[src/rtl/mdio_phy_manager.sv]
// mdio_phy_manager
// Owns the MDIO controller request port. After power-up it runs the PHY
// init sequence (soft reset, reset-done poll, advertisement, autoneg
// restart) and then polls BMSR periodically to report link state.
// Optional feature macro: MDIO_HOST_PORT_EN adds a host access port that
// shares the controller with the poller once init has completed.
module mdio_phy_manager #(
  parameter logic [4:0]  PHY_ADDR     = 5'd1,
  parameter logic [15:0] PWRUP_CYCLES = 16'd50000,
  parameter logic [23:0] POLL_CYCLES  = 24'd1000000,
  parameter logic [7:0]  RST_RETRY    = 8'd16,
  parameter logic [15:0] ANAR_VAL     = 16'h01E1
) (
  input  logic        clk,
  input  logic        rst_n,
  output logic        mdio_start,
  output logic        mdio_mode,
  output logic [4:0]  mdio_addr,
  output logic [4:0]  mdio_reg_addr,
  output logic [15:0] mdio_wdata,
  input  logic [15:0] mdio_rdata,
  input  logic        mdio_done,
`ifdef MDIO_HOST_PORT_EN
  input  logic        host_req,
  input  logic        host_mode,
  input  logic [4:0]  host_reg_addr,
  input  logic [15:0] host_wdata,
  output logic        host_ack,
  output logic [15:0] host_rdata,
`endif
  output logic        init_done,
  output logic        init_err,
  output logic        link_up,
  output logic [15:0] phy_status
);

  // Each transaction state pulses the request on entry and then waits
  // there for the completion edge of the controller's done level.
  typedef enum logic [3:0] {
    S_PWRUP,
    S_WR_RST,
    S_RD_RST,
    S_WR_ANAR,
    S_WR_AN,
    S_RD_BMSR,
    S_IDLE,
    S_HOST,
    S_ERROR
  } state_t;

  localparam logic [23:0] PWRUP_LOAD = {8'd0, PWRUP_CYCLES} - 24'd1;
  localparam logic [23:0] POLL_LAST  = POLL_CYCLES - 24'd1;

  state_t      state_q, state_d;
  logic [23:0] cnt_q, cnt_d;
  logic [7:0]  retry_q, retry_d;
  logic        done_q, done_d;
  logic        start_q, start_d;
  logic        mode_q, mode_d;
  logic [4:0]  addr_q, addr_d;
  logic [4:0]  reg_q, reg_d;
  logic [15:0] wdata_q, wdata_d;
  logic        init_done_q, init_done_d;
  logic        init_err_q, init_err_d;
  logic        link_up_q, link_up_d;
  logic [15:0] phy_status_q, phy_status_d;
`ifdef MDIO_HOST_PORT_EN
  logic        host_ack_q, host_ack_d;
  logic [15:0] host_rdata_q, host_rdata_d;
`endif

  logic        done_edge;
  logic        issue;
  logic        issue_mode;
  logic [4:0]  issue_reg;
  logic [15:0] issue_wdata;

  // Completion is only ever the rising edge of the controller's done level.
  assign done_edge = mdio_done & ~done_q;

  // Next-state, counters and request fields for the init/poll sequencer.
  always_comb begin
    state_d      = state_q;
    cnt_d        = cnt_q;
    retry_d      = retry_q;
    done_d       = mdio_done;
    init_done_d  = init_done_q;
    init_err_d   = init_err_q;
    link_up_d    = link_up_q;
    phy_status_d = phy_status_q;
    issue        = 1'b0;
    issue_mode   = 1'b0;
    issue_reg    = 5'd0;
    issue_wdata  = 16'h0000;
`ifdef MDIO_HOST_PORT_EN
    host_ack_d   = 1'b0;
    host_rdata_d = host_rdata_q;
`endif

    case (state_q)
      S_PWRUP: begin
        if (cnt_q == 24'd0) begin
          state_d     = S_WR_RST;
          issue       = 1'b1;
          issue_wdata = 16'h8000;
        end else begin
          cnt_d = cnt_q - 24'd1;
        end
      end
      S_WR_RST: begin
        if (done_edge) begin
          state_d    = S_RD_RST;
          issue      = 1'b1;
          issue_mode = 1'b1;
        end
      end
      S_RD_RST: begin
        if (done_edge) begin
          if (!mdio_rdata[15]) begin
            state_d     = S_WR_ANAR;
            issue       = 1'b1;
            issue_reg   = 5'd4;
            issue_wdata = ANAR_VAL;
          end else if (retry_q + 8'd1 == RST_RETRY) begin
            retry_d    = retry_q + 8'd1;
            init_err_d = 1'b1;
            state_d    = S_ERROR;
          end else begin
            retry_d    = retry_q + 8'd1;
            issue      = 1'b1;
            issue_mode = 1'b1;
          end
        end
      end
      S_WR_ANAR: begin
        if (done_edge) begin
          state_d     = S_WR_AN;
          issue       = 1'b1;
          issue_wdata = 16'h1200;
        end
      end
      S_WR_AN: begin
        if (done_edge) begin
          init_done_d = 1'b1;
          state_d     = S_RD_BMSR;
          issue       = 1'b1;
          issue_mode  = 1'b1;
          issue_reg   = 5'd1;
        end
      end
      S_RD_BMSR: begin
        if (done_edge) begin
          phy_status_d = mdio_rdata;
          link_up_d    = mdio_rdata[2];
          cnt_d        = 24'd0;
          state_d      = S_IDLE;
        end
      end
      S_IDLE: begin
`ifdef MDIO_HOST_PORT_EN
        if (host_req && !host_ack_q) begin
          state_d     = S_HOST;
          issue       = 1'b1;
          issue_mode  = host_mode;
          issue_reg   = host_reg_addr;
          issue_wdata = host_mode ? 16'h0000 : host_wdata;
        end else
`endif
        if (cnt_q == POLL_LAST) begin
          state_d    = S_RD_BMSR;
          issue      = 1'b1;
          issue_mode = 1'b1;
          issue_reg  = 5'd1;
        end else begin
          cnt_d = cnt_q + 24'd1;
        end
      end
`ifdef MDIO_HOST_PORT_EN
      S_HOST: begin
        if (done_edge) begin
          host_ack_d = 1'b1;
          if (mode_q) begin
            host_rdata_d = mdio_rdata;
          end
          state_d = S_IDLE;
        end
      end
`endif
      S_ERROR: begin
        state_d = S_ERROR;
      end
      default: begin
        state_d = S_PWRUP;
      end
    endcase

    start_d = issue;
    mode_d  = issue ? issue_mode : mode_q;
    addr_d  = issue ? PHY_ADDR : addr_q;
    reg_d   = issue ? issue_reg : reg_q;
    wdata_d = issue ? issue_wdata : wdata_q;
  end

  // State and output registers; reset aborts any outstanding transaction.
  always_ff @(posedge clk or negedge rst_n) begin
    if (!rst_n) begin
      state_q      <= S_PWRUP;
      cnt_q        <= PWRUP_LOAD;
      retry_q      <= 8'd0;
      done_q       <= 1'b0;
      start_q      <= 1'b0;
      mode_q       <= 1'b0;
      addr_q       <= 5'd0;
      reg_q        <= 5'd0;
      wdata_q      <= 16'h0000;
      init_done_q  <= 1'b0;
      init_err_q   <= 1'b0;
      link_up_q    <= 1'b0;
      phy_status_q <= 16'h0000;
    end else begin
      state_q      <= state_d;
      cnt_q        <= cnt_d;
      retry_q      <= retry_d;
      done_q       <= done_d;
      start_q      <= start_d;
      mode_q       <= mode_d;
      addr_q       <= addr_d;
      reg_q        <= reg_d;
      wdata_q      <= wdata_d;
      init_done_q  <= init_done_d;
      init_err_q   <= init_err_d;
      link_up_q    <= link_up_d;
      phy_status_q <= phy_status_d;
    end
  end

`ifdef MDIO_HOST_PORT_EN
  // Host acknowledge pulse and last host read data.
  always_ff @(posedge clk or negedge rst_n) begin
    if (!rst_n) begin
      host_ack_q   <= 1'b0;
      host_rdata_q <= 16'h0000;
    end else begin
      host_ack_q   <= host_ack_d;
      host_rdata_q <= host_rdata_d;
    end
  end

  assign host_ack   = host_ack_q;
  assign host_rdata = host_rdata_q;
`endif

  assign mdio_start    = start_q;
  assign mdio_mode     = mode_q;
  assign mdio_addr     = addr_q;
  assign mdio_reg_addr = reg_q;
  assign mdio_wdata    = wdata_q;
  assign init_done     = init_done_q;
  assign init_err      = init_err_q;
  assign link_up       = link_up_q;
  assign phy_status    = phy_status_q;

endmodule

[config.mk]
export PLATFORM = sky130hd
export DESIGN_NAME = mdio_phy_manager
export DESIGN_NICKNAME = d
export VERILOG_FILES = /design/src/rtl/mdio_phy_manager.sv
export SDC_FILE = /design/constraint.sdc
export NUM_CORES = 1
export LEC_CHECK = 0
export ABC_AREA = 1
export BUFFER_PORTS_ARGS = -buffer_cell sky130_fd_sc_hd__buf_2
export CORE_MARGIN = 4
export CORE_UTILIZATION = 50
export CTS_BUF_LIST = sky130_fd_sc_hd__clkbuf_8
export DETAILED_ROUTE_END_ITERATION = 10
export PLACE_DENSITY_LB_ADDON = 0.05
export SYNTH_ARGS = -nofsm -noshare
export SYNTH_HDL_FRONTEND = slang
export SYNTH_SLANG_ARGS = --single-unit
[constraint.sdc]
create_clock -name clk -period 2.47 [get_ports clk]
set_input_delay 0.247 -clock clk [delete_from_list [all_inputs] [get_ports clk]]
set_output_delay 0.247 -clock clk [all_outputs]
set_load 0.02 [all_outputs]
# Word level (Yosys, flattened, before mapping)
# Cells that the tools add are included.
# Widths: inputs -> output; s select.
[totals] ramBits=0 latch_bits=0 regBits=80 rom_bits=0 elab_cells=82 memories=0
[op_classes] reduce_logical=11 order_cmp=0 muxes=34 div=0 multipliers=0 n_bitwise=2 n_shift=0 addsub=3 n_eq_ne=19
[op_table] cell="$mux 24" count=3
[op_table] cell="$pmux 24 s3" count=1
[op_table] cell="$pmux 16 s3" count=1
[op_table] cell="$mux 4" count=9
[op_table] cell="$pmux 4 s8" count=1
[op_table] cell="$add 24x1->24 const B" count=1
[op_table] cell="$eq 24x20->1 const B" count=1
[op_table] cell="$logic_not 24->1" count=1
[op_table] cell="$sub 24x1->24 const B" count=1
[op_table] cell="$mux 9" count=2
[op_table] cell="$ne 2x2->1 const B" count=9
[op_table] cell="$mux 16" count=1
[op_table] cell="$mux 13" count=1
[op_table] cell="$eq 4x3->1 const B" count=3
[op_table] cell="$mux 1" count=10
[op_table] cell="$pmux 3 s3" count=1
[op_table] cell="$add 8x1->8 const B" count=1
[op_table] cell="$eq 4x2->1 const B" count=2
[op_table] cell="$eq 8x5->1 const B" count=1
[op_table] cell="$reduce_and 4->1" count=2
[op_table] cell="$reduce_and 8->1" count=1
[op_table] cell="$mux 3" count=2
[op_table] cell="$eq 4x1->1 const B" count=1
[op_table] cell="$eq 4x4->1 const B" count=1
[op_table] cell="other kinds (11)" count=12

# Depth between registers and ports, before layout
# Gate-level depths: netlist of the first run.
[logic_depth] ltp_word=6 depth_mapped=17 mapped_depth_nobuf=17

# Worst setup path after synthesis of the first run
# Ideal clock, no wire load.
[synth_timing] kind="flip-flop to flip-flop" startpoint="reg state_q[0]" endpoint="reg cnt_q[21]" n_path_buf=0 setup_ns=0.117 path_stages_with_launch=13 setup_slack_ns=0.174 arrival_ns=2.179 cell_sequence="dfrtp_1 nor3_4 nand2_4 ha_1 nand2_1 o21ai_1 nand2_1 nand2_1 nand3_1 nand3_1 nand2_1 nand3_1 nand2_1"
[synth_via] elab_chain_len=3 word_cells_on_any_way=9 classes_between="eq/ne (5); mux (1); reduce/logical (3)"
[synth_rtl] item="from (decl)" line="54" source="state_t state_q, state_d;"
[synth_rtl] item="from (signal assigned)" line="221" source="state_q <= state_d;"
[synth_rtl] item="$eq 4x3->1 or $logic_not 4->1 (tied branches)" line="100" source="case (state_q)"
[synth_rtl] item="$ne 2x2->1 (no source line) or $reduce_bool 3->1 (tied branches)"
[synth_rtl] item="$reduce_and 4->1 (no source line)"
[synth_rtl] item="to (signal assigned)" line="222" source="cnt_q <= cnt_d;"
[synth_rtl] item="to (decl)" line="55" source="logic [23:0] cnt_q, cnt_d;"
# Parallel ways exist; a longest one is shown, timed or not.
# A chain may end at the register's enable or synchronous reset.

# Final worst setup path of the first run
[layout_timing] startpoint="reg state_q[2]" endpoint="reg cnt_q[23]"
# The elaborated chain is that of the path after synthesis.

==> results of run 1 <==
## placed cells by master (no fill, tap or decap), drive strengths merged, types with 2 or more instances in the layout
cell type / instances
dfrtp: 54
nor3: 11
xor2: 2
clkinv: 3
o21ai: 42
nand4: 14
nand2: 238
clkinvlp: 2
or2: 2
conb: 15
ha: 26
nand3: 47
inv: 68
a21oi: 25
clkbuf: 10
o21a: 2
buf: 84
nand3b: 2
o21bai: 4
dfstp: 9
xnor2: 6
nor2: 72
## cell families (layout without fill, tap and decap cells)
family,Yosys count,after routing,synth area share
xor+xnor,8,8,0.0153
flops,63,63,0.347
fa+ha+maj,27,27,0.0755
simple gates,385,388,0.376
compound gates,76,76,0.0875
buf+inv,93,168,0.0984
other cells,1,15,0.000819
## routing by layer
metal / GRT usage / wire, microns / vias to the layer above
met4: 0.0864 / 325 / 0
met3: 0.0311 / 731 / 31
met1: 0.309 / 5800 / 2067
met5: 0 / 0 / -
met2: 0.370 / 5740 / 173
li1: - / - / 2247
## registers in the layout (all words and copies together), names as in the netlist
name	count
state_q	4
mdio_reg_addr	2
phy_status	16
done_q	1
mdio_wdata	3
mdio_addr	1
mdio_mode	1
init_err	1
mdio_start	1
retry_q	8
init_done	1
cnt_q	24
## area by class of cell
class                           instances  area share
Multi-Input combinational cell        514       0.525
Timing Repair Buffer                   85      0.0943
Sequential cell                        63       0.282
Tap cell                              108      0.0240
Clock inverter                          6     0.00665
Clock buffer                           10      0.0244
Inverter                               67      0.0446
## power breakdown
group	internal (mW)	total [mW]	switching (mW)
sequential	1.55	2.07	0.515
clock	0.386	0.830	0.444
combinational	2.31	5.78	3.48
total	4.25	8.68	4.43
## worst max-delay path, delay by kind of cell (launching register included)
kind                       cells  cell delay [ns]
and+or+nand+nor               11             1.30
buffers and inverters          2             0.25
adders and majority gates      1             0.34
DFF                            1             0.38
## through the flow
| stage | setup WS, ns | power (mW) |
|---|---|---|
| global placement | -0.144 | 6.86 |
| finish | 0.0799 | 8.68 |
| CTS | 0.00593 | 7.89 |
| detailed placement | -0.199 | 6.94 |
| floorplan | 0.174 | 5.52 |
| global route | -0.0693 | 9.47 |
## repair_timing
item                                   4_1_cts  5_1_grt
endpoints found under the hold margin       25        0
setup buffers                                0        7
setup endpoints to repair                   12       17
hold buffers                                 1        0
cloned                                       0        3
pin swaps                                    1        7
gates resized for setup                      7       50
## worst max-delay path by stage
stage,cells after the start,startpoint,to,slack [ns]
5_1_grt,14,state_q[2],cnt_q[19],-0.07
3_3_place_gp,12,state_q[0],cnt_q[21],-0.14
2_1_floorplan,12,state_q[0],cnt_q[21],0.17
6_report,14,state_q[2],cnt_q[23],0.08
3_5_place_dp,12,state_q[0],cnt_q[21],-0.20
4_1_cts,13,state_q[0],cnt_q[23],0.006
==> out/metrics.csv, run 1 <==
stage;metric;value;unit
run_status;status;complete, no violations;
finish;regArea;1590;sq um
sta;fin_tns_setup;0;ns
worst_setup_path;crit_path_end_kind;register;
global_route;grt_pass1_wl;20200;microns
logic_synthesis;syn-cell-area;4580;sq um
logic_synthesis;synthDistinctLibCells;38;
worst_hold_path;whs_path_depth;1;
sta;worstMarginPinSlew;0.721;ns
logic_synthesis;yosysSeqAreaShare;0.347;
sta;maxSlewHeadroom;0.520;
finish;multi_input_area;2960;sq um
clock_tree;cts_tree;done;
logic_synthesis;synthTopCellsByCount;nand2_1, nor2_1, inv_1;
power_and_ir_drop;ir_worst_vdd;0.668;mV
logic_synthesis;synth_top_flop_cell;dfrtp_1;
clock_tree;cts.htree.levels;3;
worst_setup_path;worstPathMaxFanout;7;
finish;area_growth;23.3;%
worst_hold_path;hold_start;mdio_done;
logic_synthesis;synth_most_common_cell;nand2_1;
worst_setup_path;r2r_start;state_q[2];
global_route;grt_util_all_layers;0.227;
sta;min_period;2.39;ns
worst_setup_path;path_class;reg2reg;
routing;postRouteAntennaNets;0;
logic_synthesis;yosysTopAreaCellShare;0.295;
routing;drt_iter0_drc;243;
clock_tree;cts_buffer_depth;2;
worst_setup_path;startpoint_type;register;
routing;wl;12600;microns
placed_design;dp_hpwl;8970;microns
sta;hold_violations;0;
placed_design;place_area;5030;sq um
sta;clock_skew;0.0135;ns
worst_setup_path;r2r_slack;0.08;ns
sta;holdWs;0.0267;ns
placed_design;dpl.cell_count;826;
global_route;grt_pass1_vias;4255;
global_route;antenna_found_initial;0;
logic_synthesis;ys_warn_count;0;
finish;final_util;0.641;
logic_synthesis;yosysTopAreaCell;dfrtp_1;
finish;n_fill_cell;815;
routing;drt-wirelength-per-cell;14.8;microns
sta;rsz0062_at_grt;yes;
logic_synthesis;synth-async-reset-ratio;1.00;
finish;final_area;5640;sq um
finish;fin_cells;853;
worst_setup_path;path_cells;inv_2 -> nor3_4 -> buf_6 -> nand2_8 -> ha_4 -> nand2_1 -> nor2_1 -> nand2_1 -> nand2_2 -> nand2_1 -> nand3_1 -> nand2_1 -> nand3_1 -> nand2_1;
routing;drc;0;
sta;fin_crit_sh;0.968;
floorplan;dieArea;10700;sq um
logic_synthesis;avgSynthCellArea;7.01;sq um
floorplan;die_w;104;microns
sta;drv_slew;0;
clock_tree;clk_pin_slew_worst_paths;0.08;ns
logic_synthesis;ys_ff_latch;63;
finish;diodes;0;
worst_setup_path;worstPathRequired;2.71;ns
worst_setup_path;crit_slowest_cell;dfrtp_1;
clock_tree;root_buffer;clkbuf_8;
global_route;gr-total-overflow;0;
placed_design;gp_congestion;0.952;
worst_setup_path;crit_arrival;2.63;ns
flow_run;cap_violations;0;
routing;firstDrtPassIters;5;
floorplan;initial_core_util;0.520;
worst_setup_path;worst_path_most_repeated_cell;nand2_1;
worst_setup_path;reg2reg_to;cnt_q[23];
worst_setup_path;slowest_delay;0.38;ns
floorplan;core_area;8810;sq um
sta;clock.fmax;418;MHz
routing;via_per_inst;5.30;
global_route;grt_max_degree;37;
finish;num-nets-final;786;
clock_tree;cts_sinks;63;
power_and_ir_drop;p_leak;2.87;nW
floorplan;rows;34;
worst_setup_path;r2r_cells;14;
logic_synthesis;ys_top_cells_by_area;dfrtp_1, nand2_1, ha_1;
logic_synthesis;syn_inst;653;
placed_design;port_buffers;50;
floorplan;die_h;104;microns
floorplan;io_pins;66;
logic_synthesis;synth-edff-count;0;
finish;drive_gt1_frac;0.259;
sta;finalSetupViolations;0;
clock_tree;cts_made_buffers;9;
routing;num_vias;4518;
clock_tree;clkLatencyLatePin;0.35;ns
worst_hold_path;hold_end;done_q;
power_and_ir_drop;p_per_area;1540;nW/um^2
worst_hold_path;min_path_type;in2reg;
No activity file was read; power rests on OpenSTA's default activity.
==> run 2: changes to the inputs <==
ABC_AREA = default   (was 1)
==> out/metrics.csv, run 2 <==
stage;metric;value;unit;change
run_status;status;complete, but fails checks;;
run_status;violations;setup timing;;
worst_setup_path;r2r_start;state_q[3];;
placed_design;gp_congestion;0.884;;-7.1%
worst_setup_path;crit_arrival;2.84;ns;+0.21 ns
logic_synthesis;syn-cell-area;4250;sq um;-7.2%
worst_setup_path;worstPathRequired;2.72;ns;about the same
logic_synthesis;synth_most_common_cell;dfrtp_1;;
logic_synthesis;yosysTopAreaCellShare;0.318;;+0.0231
finish;final_util;0.701;;+0.0607
finish;final_common_cell;buf_4;;
flow_run;cap_violations;0;;unchanged
finish;largest_reg_flops;24;;unchanged
floorplan;core_area;8260;sq um;-6.2%
global_route;grt_pass1_wl;18600;microns;-8.1%
routing;drt-wirelength-per-cell;16.1;microns;+9.1%
routing;drc;0;;unchanged
global_route;grt_util_all_layers;0.231;;+0.00371
routing;firstDrtPassIters;4;;-1
placed_design;preCtsSetupSlack;-0.224;ns;-0.0253 ns
clock_tree;clk_pin_slew_worst_paths;0.08;ns;about the same
floorplan;initial_core_util;0.514;;-0.00566
routing;drt_iter0_drc;117;;-52%
routing;postRouteAntennaNets;0;;unchanged
sta;drv_slew;0;;unchanged
power_and_ir_drop;p_int;1.52;mW;-64%
sta;setup_ws;-0.121;ns;-0.201 ns
routing;wl;11200;microns;-11%
global_route;grt_max_degree;30;;-19%
finish;diodes;0;;unchanged
worst_setup_path;path_class;reg2reg;;
routing;via_per_inst;5.58;;+5.3%
worst_hold_path;min_path_type;in2reg;;
worst_setup_path;reg2reg_to;cnt_q[21];;
finish;area_growth;36.4;%;
power_and_ir_drop;switching_share;0.251;;-0.260
floorplan;dieArea;10000;sq um;-6.7%
global_route;antenna_found_initial;0;;unchanged
clock_tree;cts_made_buffers;9;;unchanged
clock_tree;cts_buffer_depth;2;;unchanged
sta;fin_tns_setup;-0.509;ns;-0.509 ns
logic_synthesis;synth-async-reset-ratio;1.00;;unchanged
logic_synthesis;ys_top_cells_by_area;dfrtp_1, ha_1, dfstp_2;;
clock_tree;cts.htree.levels;3;;unchanged
logic_synthesis;synth_top_flop_cell;dfrtp_1;;
worst_setup_path;crit_path_end_kind;register;;
sta;fin_crit_sh;1.05;;+0.0813
finish;regArea;1590;sq um;about the same
finish;num-nets-final;634;;-19%
logic_synthesis;yosysSeqAreaShare;0.374;;+0.0271
power_and_ir_drop;p_sw;0.510;mW;-88%
power_and_ir_drop;p_comb_frac;0.035;;-0.631
finish;n_fill_cell;655;;-20%
logic_synthesis;ys_ff_latch;63;;unchanged
routing;num_vias;3894;;-14%
logic_synthesis;syn_inst;449;;-31%
power_and_ir_drop;p_per_area;350;nW/um^2;-77%
clock_tree;cts_sinks;63;;unchanged
sta;finalSetupViolations;9;;+9
worst_setup_path;startpoint_type;register;;
floorplan;die_h;100;microns;-3.4%
logic_synthesis;synth-edff-count;0;;unchanged
logic_synthesis;synthTopCellsByCount;dfrtp_1, nand2_1, o21ai_0;;
worst_setup_path;crit_start;state_q[3];;
floorplan;io_pins;66;;unchanged
placed_design;port_buffers;50;;unchanged
global_route;gr-total-overflow;0;;unchanged
logic_synthesis;synthDistinctLibCells;72;;+89%
sta;hold_violations;0;;unchanged
sta;rsz0062_at_grt;yes;;
worst_hold_path;hold_start;mdio_done;;
placed_design;dp_hpwl;8140;microns;-9.3%
finish;multi_input_area;2790;sq um;-5.8%
logic_synthesis;ys_warn_count;0;;unchanged
power_and_ir_drop;p_clk_frac;0.456;;+0.360
sta;clock_skew;0.0126;ns;-0.000970 ns
logic_synthesis;yosysTopAreaCell;dfrtp_1;;
clock_tree;clkLatencyLatePin;0.36;ns;about the same
power_and_ir_drop;p_leak;2.70;nW;-5.8%
clock_tree;cts_tree;done;;
worst_hold_path;whs_path_depth;1;;unchanged
worst_setup_path;endpoint;cnt_q[21];;
finish;drive_gt1_frac;0.444;;+0.184
power_and_ir_drop;ir_worst_vdd;0.299;mV;-55%
logic_synthesis;avgSynthCellArea;9.46;sq um;+35%
clock_tree;root_buffer;clkbuf_8;;
global_route;grt_pass1_vias;3876;;-8.9%
sta;clock.fmax;386;MHz;-7.8%
worst_setup_path;r2r_cells;10;;-4
sta;min_period;2.59;ns;+0.201 ns
floorplan;die_w;100;microns;-3.4%
worst_setup_path;r2r_slack;-0.12;ns;-0.20 ns
finish;layout_common_cells;buf_4, dfrtp_1, buf_2, nand2_1, a21oi_1;;
power_and_ir_drop;p_seq_frac;0.509;;+0.271
floorplan;rows;33;;-2.9%
worst_setup_path;worstPathMaxFanout;6;;-1
finish;regMostFlops;cnt_q;;
## run 2: changes by cell type after synthesis, moves of 7 or more
cell / previous run / this run
xor2_1: 2 / 11
xnor2_1: 6 / 18
clkbuf_1: 2 / 11
inv_1: 55 / 11
nor2_1: 59 / 18
nand2_1: 230 / 50
mux2_2: 0 / 18
o21ai_1: 22 / 0
inv_2: 12 / 0
o21ai_0: 20 / 36
nand3_1: 44 / 10
a21o_1: 1 / 10
nor2b_1: 0 / 7
## run 2: metal layers
layer  track usage  wire length, microns  up-vias  part of all wire
met1         0.309                  5070     1883              0.45
met5             0                     0        -                 0
met4        0.0756                   187        0             0.017
li1              -                     -     1882                 -
met2         0.378                  5390      105              0.48
met3        0.0445                   602       24             0.054
## run 2: layout make-up
type	instances	area share
flip-flops and latches	63	0.274
well taps	105	0.0227
multi-input cells	352	0.481
repair buffers	151	0.180
clock inverters	7	0.0125
clock buffers	9	0.0214
inverters	11	0.00799
## run 2: worst min path at each step
| stage | endpoint |
|---|---|
| after floorplan | cnt_q[10] |
| after global placement | cnt_q[20] |
| after detailed placement | cnt_q[20] |
| after CTS | done_q |
| after global routing | done_q |
| final | done_q |
## run 2: per-stage QoR
stage / hold slack (ns) / cells / instance area [sq um] / power (mW)
after floorplan: -0.0486 / 463 / 4460 / 1.10
after global placement: 0.203 / 669 / 5280 / 1.12
after detailed placement: 0.210 / 669 / 5280 / 1.12
after CTS: 0.00103 / 696 / 5660 / 2.05
after global routing: 0.00604 / 698 / 5790 / 2.10
final: 0.0115 / 698 / 5790 / 2.03
## run 2: what timing repair did
| item | 4_1_cts | 5_1_grt |
|---|---|---|
| pin swaps | 18 | 11 |
| setup endpoints to repair | 14 | 19 |
| hold endpoints to repair | 10 | 0 |
| gates resized for setup | 24 | 27 |
| setup buffers | 7 | 3 |
| cloned | 3 | 0 |
| hold buffers | 1 | 0 |
## run 2: cells by family (layout without fill, tap and decap cells)
| kind of cell | Yosys count | in the layout | synth area share |
|---|---|---|---|
| flip-flops | 63 | 63 | 0.374 |
| other | 1 | 15 | 0.000883 |
| XOR/XNOR | 29 | 29 | 0.0598 |
| buffers and inverters | 51 | 178 | 0.0725 |
| multiplexers | 18 | 18 | 0.0477 |
| AO/OA/AOI/OAI | 122 | 122 | 0.192 |
| adder cells (fa/ha/maj) | 27 | 27 | 0.0813 |
| AND/OR/NAND/NOR | 138 | 141 | 0.172 |
## run 2: critical path, cell delays in order, from the launching register on
cell and delay [ns]:
dfrtp_1 0.37, and2b_4 0.35, nand2_8 0.11, ha_4 0.25, a211o_1 0.29, a21o_1 0.22, a311oi_4 0.27, o211ai_1 0.18
a21boi_1 0.19, xor2_1 0.17, o21ai_1 0.07
## run 2: power groups by stage
stage                     logic, mW  registers (mW)  clock network, mW
final                        0.0706            1.03              0.925
after global placement       0.0695            1.05                  0
after CTS                    0.0718            1.03              0.944
after detailed placement     0.0704            1.05                  0
after global routing         0.0799            1.03              0.982
after floorplan              0.0444            1.05                  0
==> run 3: changes to the inputs <==
--- a/config.mk
+++ b/config.mk
@@ -8,2 +8,3 @@
 export BUFFER_PORTS_ARGS = -buffer_cell sky130_fd_sc_hd__buf_2
+export CAP_MARGIN = 20
 export CORE_MARGIN = 4
==> constraint.sdc (replaced) <==
create_clock -name clk -period 2.47 [get_ports clk]
set_input_delay 0.3705 -clock clk [delete_from_list [all_inputs] [get_ports clk]]
set_output_delay 0.3705 -clock clk [all_outputs]
set_load 0.02 [all_outputs]
==> out/metrics.csv, run 3 (same netlist as run 2, synthesis figures left out) <==
stage;metric;value;unit;change
sta;clock.fmax;386;MHz;+0.12%
sta;rsz0062_at_grt;yes;;
sta;drv_slew;0;;unchanged
finish;n_fill_cell;631;;-3.7%
placed_design;gp_congestion;0.879;;-0.53%
run_status;status;complete, but fails checks;;
floorplan;core_area;8260;sq um;unchanged
finish;regArea;1590;sq um;unchanged
floorplan;initial_core_util;0.514;;unchanged
global_route;grt_pass1_wl;18000;microns;-3.3%
worst_hold_path;min_path_type;in2async;;
sta;min_period;2.59;ns;-0.00303 ns
power_and_ir_drop;p_clk_frac;0.448;;-0.008
power_and_ir_drop;p_per_area;344;nW/um^2;-1.8%
worst_setup_path;crit_arrival;2.87;ns;+0.03 ns
clock_tree;cts_buffer_depth;2;;unchanged
power_and_ir_drop;switching_share;0.245;;-0.00672
power_and_ir_drop;ir_worst_vdd;0.250;mV;-17%
sta;setup_ws;-0.118;ns;+0.00303 ns
finish;final_common_cell;buf_4;;
clock_tree;cts_sinks;63;;unchanged
worst_setup_path;startpoint_type;register;;
power_and_ir_drop;p_sw;0.489;mW;-4.2%
floorplan;dieArea;10000;sq um;unchanged
sta;holdWs;0.00202;ns;-0.00944 ns
worst_setup_path;path_class;reg2reg;;
global_route;gr-total-overflow;0;;unchanged
finish;drive_gt1_frac;0.436;;-0.00739
finish;diodes;0;;unchanged
routing;num_vias;3871;;-0.59%
clock_tree;clkLatencyLatePin;0.35;ns;about the same
finish;layout_common_cells;buf_4, dfrtp_1, buf_2, nand2_1, o21ai_0;;
routing;drc;0;;unchanged
flow_run;cap_violations;0;;unchanged
routing;firstDrtPassIters;5;;+1
clock_tree;cts_made_buffers;9;;unchanged
worst_setup_path;crit_path_end_kind;register;;
power_and_ir_drop;p_leak;2.68;nW;-0.75%
finish;multi_input_area;2810;sq um;+0.90%
worst_setup_path;r2r_start;state_q[3];;
floorplan;die_h;100;microns;unchanged
routing;drt_iter0_drc;167;;+43%
placed_design;dpl.cell_count;665;;-0.60%
worst_setup_path;r2r_cells;11;;+1
sta;finalSetupViolations;10;;+1
placed_design;preCtsSetupSlack;-0.239;ns;-0.0142 ns
finish;largest_reg_flops;24;;unchanged
finish;regMostFlops;cnt_q;;
global_route;grt_max_degree;64;;+110%
floorplan;die_w;100;microns;unchanged
floorplan;io_pins;66;;unchanged
placed_design;dp_hpwl;7810;microns;-4.1%
finish;fin_cells;692;;-0.86%
sta;clock_skew;0.00867;ns;-0.00388 ns
worst_setup_path;path_cells;and2b_4 -> buf_12 -> nand2_8 -> ha_2 -> o211a_1 -> a21o_1 -> a311oi_4 -> o211ai_1 -> a221oi_1 -> nor3_1 -> nand2_1;;
global_route;grt_pass1_vias;3785;;-2.3%
routing;via_per_inst;5.59;;+0.27%
routing;wl;11200;microns;-0.68%
power_and_ir_drop;p_comb_frac;0.034;;about the same
run_status;violations;setup timing;;
global_route;antenna_found_initial;0;;unchanged
routing;drt-wirelength-per-cell;16.1;microns;+0.19%
placed_design;port_buffers;50;;unchanged
clock_tree;cts.htree.levels;3;;unchanged
finish;num-nets-final;628;;-0.95%
power_and_ir_drop;p_int;1.51;mW;-0.66%
clock_tree;root_buffer;clkbuf_8;;
worst_setup_path;worstPathMaxFanout;5;;-1
sta;fin_crit_sh;1.05;;-0.00123
floorplan;rows;33;;unchanged
finish;final_util;0.703;;+0.00197
finish;area_growth;36.8;%;
global_route;grt_util_all_layers;0.223;;-0.00840
power_and_ir_drop;p_seq_frac;0.518;;+0.009
worst_setup_path;worstPathRequired;2.75;ns;+0.03 ns
clock_tree;cts_hold_buffers;0;;-1
clock_tree;clk_pin_slew_worst_paths;0.08;ns;about the same
routing;postRouteAntennaNets;0;;unchanged
worst_setup_path;slowest_delay;0.38;ns;about the same
clock_tree;cts_tree;done;;
worst_setup_path;crit_slowest_cell;dfrtp_1;;
sta;hold_violations;0;;unchanged
worst_setup_path;crit_start;state_q[3];;
[run 3: changes by cell type in the layout (fill, tap and decap cells not counted), moves of 3 or more]
| cell | before | now |
|---|---|---|
| buf_4 | 96 | 88 |
| ha_4 | 9 | 15 |
| o21ai_0 | 22 | 27 |
| o21ai_1 | 11 | 6 |
| buf_12 | 2 | 6 |
| ha_1 | 12 | 8 |
| nor4_1 | 2 | 5 |
| nor4_2 | 4 | 1 |
[run 3: power by group through the flow]
stage	clock (mW)	combinational, mW	sequential (mW)
after floorplan	0	0.0444	1.05
after global placement	0	0.0683	1.05
after detailed placement	0	0.0695	1.05
after CTS	0.912	0.0698	1.03
after global routing	0.958	0.0770	1.03
final	0.896	0.0683	1.03
[run 3: final cells by class]
type	count	area share
clock buffers	9	0.0213
well taps	105	0.0226
repair buffers	145	0.179
flip-flops and latches	63	0.273
clock inverters	7	0.0112
multi-input cells	352	0.484
inverters	11	0.00797
[run 3: stage by stage]
stage / setup TNS, ns / power [mW] / cell area (sq um)
after CTS: -0.728 / 2.02 / 5590
final: -0.582 / 2.00 / 5810
after floorplan: -0.602 / 1.10 / 4460
after global routing: -2.23 / 2.07 / 5810
after detailed placement: -1.93 / 1.12 / 5260
after global placement: -1.05 / 1.12 / 5260
[run 3: final timing paths]
kind,endpoint,slack (ns)
worst max register to register,cnt_q[23],-0.12
max in group asynchronous,cnt_q[15],2.10
worst max-delay path,cnt_q[23],-0.12
worst min register to register,mdio_addr[0],0.46
min in group clk,done_q,0.15
worst min-delay path,cnt_q[22],0.002
[run 3: per-layer routing]
layer	vias to the layer above	global-route usage	part of all wire	routed length (microns)
met5	-	0	0	0
met4	0	0.0508	0.014	155
met3	16	0.0466	0.060	669
met2	125	0.357	0.48	5380
met1	1858	0.310	0.44	4970
li1	1872	-	-	-
[run 3: worst max-delay path: cells and delay by family, from the launching register on]
family	cells	cell delay (ns)
buf+inv	1	0.15
flops	1	0.38
simple gates	4	0.51
compound gates	5	1.18
fa+ha+maj	1	0.29
[run 3: timing repair]
action / CTS / global route
cloned: 2 / 1
resized for setup: 14 / 29
pin swaps: 4 / 17
endpoints found under the setup margin: 14 / 24
setup buffers: 4 / 4
